<file path="src/rtl/phoenix_packet_sender_pkg.sv">
// Shared Phoenix link definitions: flit width, flit-format indices and the sender FSM states.
package phoenix_packet_sender_pkg;
  localparam int TAM_FLIT = 16;
  localparam int HEADER_IDX = 0;
  localparam int SIZE_IDX   = 1;

  typedef logic [TAM_FLIT-1:0] flit_t;

  typedef enum logic [1:0] {
    IDLE    = 2'd0,
    SIZE    = 2'd1,
    PAYLOAD = 2'd2
  } state_t;
endpackage

</file>
<file path="src/rtl/phoenix_packet_sender_if.sv">
// Core request/payload streams plus the router local-port link (tx/data_out/credit_i).
interface phoenix_packet_sender_if;
  import phoenix_packet_sender_pkg::*;

  logic  req_valid;
  flit_t req_target;
  flit_t req_size;
  logic  req_ready;
  logic  req_err;
  logic  pl_valid;
  flit_t pl_data;
  logic  pl_ready;
  logic  tx;
  flit_t data_out;
  logic  credit_i;

  modport slave (
    input  req_valid, req_target, req_size, pl_valid, pl_data, credit_i,
    output req_ready, req_err, pl_ready, tx, data_out
  );

  modport master (
    output req_valid, req_target, req_size, pl_valid, pl_data, credit_i,
    input  req_ready, req_err, pl_ready, tx, data_out
  );
endinterface

</file>
<file path="src/rtl/phoenix_packet_sender.sv">
// Serializes header, size and N payload flits into a router local port under credit flow control.
module phoenix_packet_sender
  import phoenix_packet_sender_pkg::*;
(
  input  logic                    clock,
  input  logic                    reset,
  phoenix_packet_sender_if.slave  link,
  output logic                    clock_tx,
  output logic                    busy,
  output logic                    pkt_done
);

  state_t state, state_n;
  logic   tx_q, tx_n;
  flit_t  data_q, data_n;
  logic   last_q, last_n;
  flit_t  size_q, size_n;
  flit_t  remaining, rem_n;
  logic   err_q, err_n;
  logic   req_ready, pl_ready;
  logic   adv;

  // Output register may load when empty or when its flit leaves at this edge.
  assign adv = !tx_q | link.credit_i;

  always_ff @(posedge clock) begin
    if (reset) begin
      state     <= IDLE;
      tx_q      <= 1'b0;
      data_q    <= '0;
      last_q    <= 1'b0;
      size_q    <= '0;
      remaining <= '0;
      err_q     <= 1'b0;
      pkt_done  <= 1'b0;
    end else begin
      state     <= state_n;
      tx_q      <= tx_n;
      data_q    <= data_n;
      last_q    <= last_n;
      size_q    <= size_n;
      remaining <= rem_n;
      err_q     <= err_n;
      pkt_done  <= tx_q & link.credit_i & last_q;
    end
  end

  always_comb begin
    state_n   = state;
    tx_n      = tx_q;
    data_n    = data_q;
    last_n    = last_q;
    size_n    = size_q;
    rem_n     = remaining;
    err_n     = 1'b0;
    req_ready = 1'b0;
    pl_ready  = 1'b0;
    // A departing flit empties the register unless a state below reloads it.
    if (adv) begin
      tx_n   = 1'b0;
      last_n = 1'b0;
    end
    case (state)
      IDLE: begin
        req_ready = adv;
        if (link.req_valid && adv) begin
          if (link.req_size != '0) begin
            data_n  = link.req_target;
            tx_n    = 1'b1;
            size_n  = link.req_size;
            state_n = SIZE;
          end else begin
            err_n = 1'b1;
          end
        end
      end
      SIZE: begin
        if (adv) begin
          data_n  = size_q;
          tx_n    = 1'b1;
          rem_n   = size_q;
          state_n = PAYLOAD;
        end
      end
      PAYLOAD: begin
        pl_ready = adv;
        if (adv && link.pl_valid) begin
          data_n = link.pl_data;
          tx_n   = 1'b1;
          rem_n  = remaining - flit_t'(1);
          if (remaining == flit_t'(1)) begin
            last_n  = 1'b1;
            state_n = IDLE;
          end
        end
      end
      default: state_n = IDLE;
    endcase
  end

  assign link.req_ready = req_ready;
  assign link.pl_ready  = pl_ready;
  assign link.req_err   = err_q;
  assign link.tx        = tx_q;
  assign link.data_out  = data_q;
  assign clock_tx       = clock;
  assign busy           = (state != IDLE) | tx_q;

endmodule

</file>
<file path="src/flat_wrapper.sv">
// flat-port wrapper written by rule: the top's interface ports become plain ports
module phoenix_packet_sender_flat import phoenix_packet_sender_pkg::*;
  (clock, reset, clock_tx, busy, pkt_done, link_req_valid, link_req_target, link_req_size, link_pl_valid, link_pl_data, link_credit_i, link_req_ready, link_req_err, link_pl_ready, link_tx, link_data_out);
  phoenix_packet_sender_if link_i ();
  input  logic clock;
  input  logic reset;
  output logic clock_tx;
  output logic busy;
  output logic pkt_done;
  input wire logic [$bits(link_i.req_valid)-1:0] link_req_valid;
  input wire logic [$bits(link_i.req_target)-1:0] link_req_target;
  input wire logic [$bits(link_i.req_size)-1:0] link_req_size;
  input wire logic [$bits(link_i.pl_valid)-1:0] link_pl_valid;
  input wire logic [$bits(link_i.pl_data)-1:0] link_pl_data;
  input wire logic [$bits(link_i.credit_i)-1:0] link_credit_i;
  output wire logic [$bits(link_i.req_ready)-1:0] link_req_ready;
  output wire logic [$bits(link_i.req_err)-1:0] link_req_err;
  output wire logic [$bits(link_i.pl_ready)-1:0] link_pl_ready;
  output wire logic [$bits(link_i.tx)-1:0] link_tx;
  output wire logic [$bits(link_i.data_out)-1:0] link_data_out;
  assign link_i.req_valid = link_req_valid;
  assign link_i.req_target = link_req_target;
  assign link_i.req_size = link_req_size;
  assign link_i.pl_valid = link_pl_valid;
  assign link_i.pl_data = link_pl_data;
  assign link_i.credit_i = link_credit_i;
  assign link_req_ready = link_i.req_ready;
  assign link_req_err = link_i.req_err;
  assign link_pl_ready = link_i.pl_ready;
  assign link_tx = link_i.tx;
  assign link_data_out = link_i.data_out;
  phoenix_packet_sender u_core (.clock(clock), .reset(reset), .link(link_i), .clock_tx(clock_tx), .busy(busy), .pkt_done(pkt_done));
endmodule
</file>
<file path="config.mk">
export PLATFORM = sky130hd
export DESIGN_NAME = phoenix_packet_sender_flat
export DESIGN_NICKNAME = d
export VERILOG_FILES = /design/src/rtl/phoenix_packet_sender_pkg.sv /design/src/rtl/phoenix_packet_sender_if.sv /design/src/rtl/phoenix_packet_sender.sv /design/src/flat_wrapper.sv
export SDC_FILE = /design/constraint.sdc
export NUM_CORES = 1
export LEC_CHECK = 0
export ABC_AREA = 1
export CAP_MARGIN = 20
export CORE_ASPECT_RATIO = 1.1
export CORE_MARGIN = 2
export CORE_UTILIZATION = 40
export DETAILED_ROUTE_END_ITERATION = 12
export GPL_TIMING_DRIVEN = 1
export PLACE_DENSITY = 0.66
export SLEW_MARGIN = 20
export SYNTH_ARGS = -nofsm -noshare
export SYNTH_HDL_FRONTEND = slang
export SYNTH_SLANG_ARGS = --single-unit
</file>
<file path="constraint.sdc">
create_clock -name clock -period 2.9 [get_ports clock]
set_input_delay 0.725 -clock clock [delete_from_list [all_inputs] [get_ports clock]]
set_output_delay 0.725 -clock clock [all_outputs]
set_load 0.005 [all_outputs]
</file>
# --- Yosys cells after proc, flatten, opt, wreduce, memory -nomap -nowiden ---
# Cells that the tools add are included.
word_totals:
  regBits: 54
  in_bits: 53
  output_inout_bits: 23
  wordCells: 62
op_classes:
  n_addsub: 1
  n_eq_ne: 8
  mux: 26
  bitwise_logic: 6
  reduce_logical: 13
ops:
  columns: ["cell", "count"]
  rows:
  - ["16-bit 2-to-1 mux", 5]
  - ["16-bit case mux with 3 select lines", 1]
  - ["16-bit case mux with 2 select lines", 1]
  - ["16-bit by 1-bit == test with 1-bit output (second input constant)", 1]
  - ["16-bit nonzero test", 1]
  - ["16-bit by 1-bit subtractor with 16-bit output (second input constant)", 1]
  - ["1-bit 2-to-1 mux", 12]
  - ["2-bit 2-to-1 mux", 5]
  - ["2-bit by 1-bit != test with 1-bit output (second input constant)", 5]
  - ["5-bit AND reduction", 2]
  - ["2-bit case mux with 3 select lines", 1]
  - ["3-bit AND reduction", 2]
  - ["2-bit nonzero test", 2]
  - ["1-bit case mux with 3 select lines", 1]
  - ["3-bit nonzero test", 1]
  - ["3-bit OR reduction", 1]
  - ["1-bit bitwise AND", 2]
  - ["2-bit by 1-bit == test with 1-bit output (second input constant)", 1]
  - ["2-bit == test (second input constant)", 1]
  - ["1-bit logical AND", 2]
  - ["2-bit logical NOT", 1]
  - ["1-bit inverter", 2]
  - ["1-bit OR", 2]
  - ["1-bit logical NOT", 1]

# --- Logic depth before layout (Yosys ltp) ---
depth:
  ltp_word: 6
  mapped_depth: 13
  mapped_depth_nobuf: 11

==> results.txt <==
The flow ran to the end, and the final reports show no timing, DRC or antenna violations. The fraction of post-synthesis cell area in the top cell type by area is 0.323. Setup repair after global routing left no endpoint under its margin.

The minimum hold slack came out at approximately 0.48 ns. STA puts the critical path data required time at roughly 2.2 ns. For the final routed database, the setup TNS stands at 0 ns. The standby leakage power is ~1.9 nW. The final setup violation count is 0. The number of enable flip-flop cells after synthesis is 0. The total nets after synthesis came out at about 600. Synthesis produced a netlist whose cell count is 550. In this run the core area contains 35 standard-cell rows.

The average size of a mapped cell is ~6.1 sq um. The part of the Yosys area used for sequential elements is 0.323. In the routed layout, each cell is associated on average with a via count of 4.84. The pin count of the biggest net entering global routing came out at 39.

Of the cells placed in the final design, the portion with a size suffix greater than 1 is 0.0666. The count of yosys warnings during synthesis came out at 0. The post-detailed-placement half-perimeter wirelength came out at between 7000 and 8000 um. The wire length after detailed routing is about 9700 um. The biggest area contributor in the post-synthesis netlist is sky130_fd_sc_hd__dfxtp_1. The commonest cells after synthesis are sky130_fd_sc_hd__nand2_1, sky130_fd_sc_hd__nor2_1, sky130_fd_sc_hd__inv_1, sky130_fd_sc_hd__dfxtp_1, sky130_fd_sc_hd__nand3_1. The cell area that synthesis handed to floorplanning was around 3400 sq um.

After clock tree synthesis, the flow added hold-fix buffers numbering 0. The die area came out at 9130 sq um. The combined global-route utilization of all metal layers is 0.224. The worst setup path is captured at a primary output. Once detail routing completed, the nets flagged for antenna violations numbered 0.

Routability-driven placement finished with a final weighted congestion of about 0.89. The number of global-route vias before repair came out at between 3000 and 4000. The number of failing hold endpoints at the final stage was 0.

Ranked by total cell area, the synthesized netlist is headed by sky130_fd_sc_hd__dfxtp_1, sky130_fd_sc_hd__nand2_1, sky130_fd_sc_hd__nor2_1. In the final design database the tool counted 675 nets. The number of violations of the max-capacitance limit came out at 0. The TritonCTS clock tree is yes. The wire length of the first global-routing pass came out at between 15000 and 20000 um.

For this run, design rule violations remaining after detail routing come to 0. The average routed wire per standard cell is 13.3 um. For this run the aggregate overflow at the end of global routing stands at 0. The number of iterations in the first detailed-routing pass came out at 4. The worst hold path cell count came out at 2.

In this run the worst path has a maximum fanout of 2. The cell with the most instances after synthesis is sky130_fd_sc_hd__nand2_1. The core region is between 8000 and 9000 sq um. The total power per unit cell area came out at between 900 and 1000 nW/um^2. The number of antenna cells inserted is 0. The first routing iteration left 215 violations. The post-CTS clock slew at the launch and capture registers of the worst setup and hold paths came out at approximately 0.1 ns. The number of antenna violations at the first check in global routing is 0.

The x dimension of the die came out at slightly above 90 um. The count of input and output buffers is 75. The worst reg2reg path depth came out at 7.

The starting density of the core is 0.405. On the final layout, the worst clock skew is a little under 0.009 ns. The normalized max-slew margin came out at 0.549. The critical path class is clock port to primary output. The synthesized netlist contains 30 unique library cells. The overall die height is 100 um.

For the worst-skew pair, the clock arrives at the later sink with an insertion delay of around 0.42 ns. The pin slew with the least headroom to its limit is about 0.68 ns. The proportion of register bits with asynchronous set or reset after synthesis came out at 0.

STA classifies the critical path startpoint as a clock port. The total I/O pin count is 76. IR analysis of the VDD net gives a maximum drop of approximately 0.54 mV. The most common flop cell mapped by yosys is sky130_fd_sc_hd__dfxtp_1. The data arrival time of the worst path is 2.10 ns. The max-slew violation count is 0.

The count of cells resized by post-cts repair is 0. The type of the tightest min-delay check is flip-flop to flip-flop. After clock tree synthesis, the setup repair step added 0 buffers. Detailed routing inserted a total of ~3500 vias. The post-synthesis to final-layout area growth came out at 27.7%. The number of register bits inferred by synthesis is between 50 and 60.
-- metrics by stage --
stage,cells,cell area [sq um],power (W),worst slack (ns),util
finish,727,4280,0.00425,0.0737,0.517
global route,727,4280,0.00471,0.0123,0.517
CTS,727,4280,0.00426,0.0615,0.517
detailed placement,716,4140,0.00369,0.134,0.501
global placement,716,4140,0.00366,0.144,0.501
floorplan,550,3350,0.00303,0.614,-
-- layout by cell type, fill, tap and decap left out --
cell type and count:
sky130_fd_sc_hd__o21ai_0 20, sky130_fd_sc_hd__o31ai_1 1, sky130_fd_sc_hd__clkinv_2 1, sky130_fd_sc_hd__a31oi_1 1, sky130_fd_sc_hd__or2_1 1, sky130_fd_sc_hd__ha_1 7, sky130_fd_sc_hd__nand2_1 169, sky130_fd_sc_hd__inv_1 60
sky130_fd_sc_hd__nand3b_1 1, sky130_fd_sc_hd__dfxtp_1 54, sky130_fd_sc_hd__buf_4 7, sky130_fd_sc_hd__clkbuf_8 9, sky130_fd_sc_hd__nor2_1 83, sky130_fd_sc_hd__xor2_1 1, sky130_fd_sc_hd__nand3_4 3, sky130_fd_sc_hd__nor2_4 2
sky130_fd_sc_hd__o22ai_1 1, sky130_fd_sc_hd__nand3_1 33, sky130_fd_sc_hd__clkinvlp_4 1, sky130_fd_sc_hd__a21oi_1 30, sky130_fd_sc_hd__clkdlybuf4s50_1 75, sky130_fd_sc_hd__a21oi_2 1, sky130_fd_sc_hd__inv_4 1, sky130_fd_sc_hd__o21ai_1 12
sky130_fd_sc_hd__nor3_1 3, sky130_fd_sc_hd__nand4_1 22, sky130_fd_sc_hd__o21a_1 1, sky130_fd_sc_hd__inv_2 8, sky130_fd_sc_hd__nand2_4 1, sky130_fd_sc_hd__nand2_2 5, sky130_fd_sc_hd__nand3_2 2
-- logic make-up after synthesis --
group / Yosys count / synth area share
AND/OR/NAND/NOR: 325 / 0.422
buffers and inverters: 96 / 0.123
AO/OA/AOI/OAI: 67 / 0.103
flip-flops: 54 / 0.323
adder cells (fa/ha/maj): 7 / 0.0261
XOR/XNOR: 1 / 0.00261
-- registers in the layout, summed over array words and instances, names as in the netlist --
register / count
u_core.state: 2
u_core.pkt_done: 1
u_core.link.req_err: 1
u_core.remaining: 16
u_core.last_q: 1
u_core.size_q: 16
u_core.link.tx: 1
u_core.link.data_out: 16
-- critical path: stages --
cell and delay, ns:
sky130_fd_sc_hd__clkbuf_8 0.11, sky130_fd_sc_hd__clkbuf_8 0.11, sky130_fd_sc_hd__clkdlybuf4s50_1 0.43
-- path summary, 6_finish.rpt --
kind / startpoint / to / slack [ns]
setup reg to reg: u_core.state[0] / u_core.link.data_out[6] / 0.78
setup / recovery: clock / clock_tx / 0.07
hold reg to reg: u_core.remaining[10] / u_core.remaining[10] / 0.48
hold / removal: u_core.remaining[10] / u_core.remaining[10] / 0.48
-- cell type report --
class	count	area, sq um
clock buffers	10	134
repair buffers	81	793
clock inverters	2	12.5
inverters	69	262
multi-input cells	400	1860
flip-flops and latches	54	1080
well taps	111	139
fillers	859	4000
-- report_power, final --
group / switching [W] / leakage (nW) / internal [W]
Clock: 0.000286 / 0.0727 / 0.000304
Combinational: 0.00153 / 1.40 / 0.000990
Sequential: 0.000171 / 0.444 / 0.000972
Total: 0.00199 / 1.91 / 0.00227
-- routing by layer --
layer | routed length (um) | GRT usage | vias up
met5 | 0 | 0 | -
met2 | 4720 | 0.389 | 94
li1 | - | - | 1854
met4 | 79 | 0.0676 | 0
met3 | 540 | 0.0390 | 8
met1 | 4340 | 0.285 | 1562
Power figures use the tool's default switching activity.
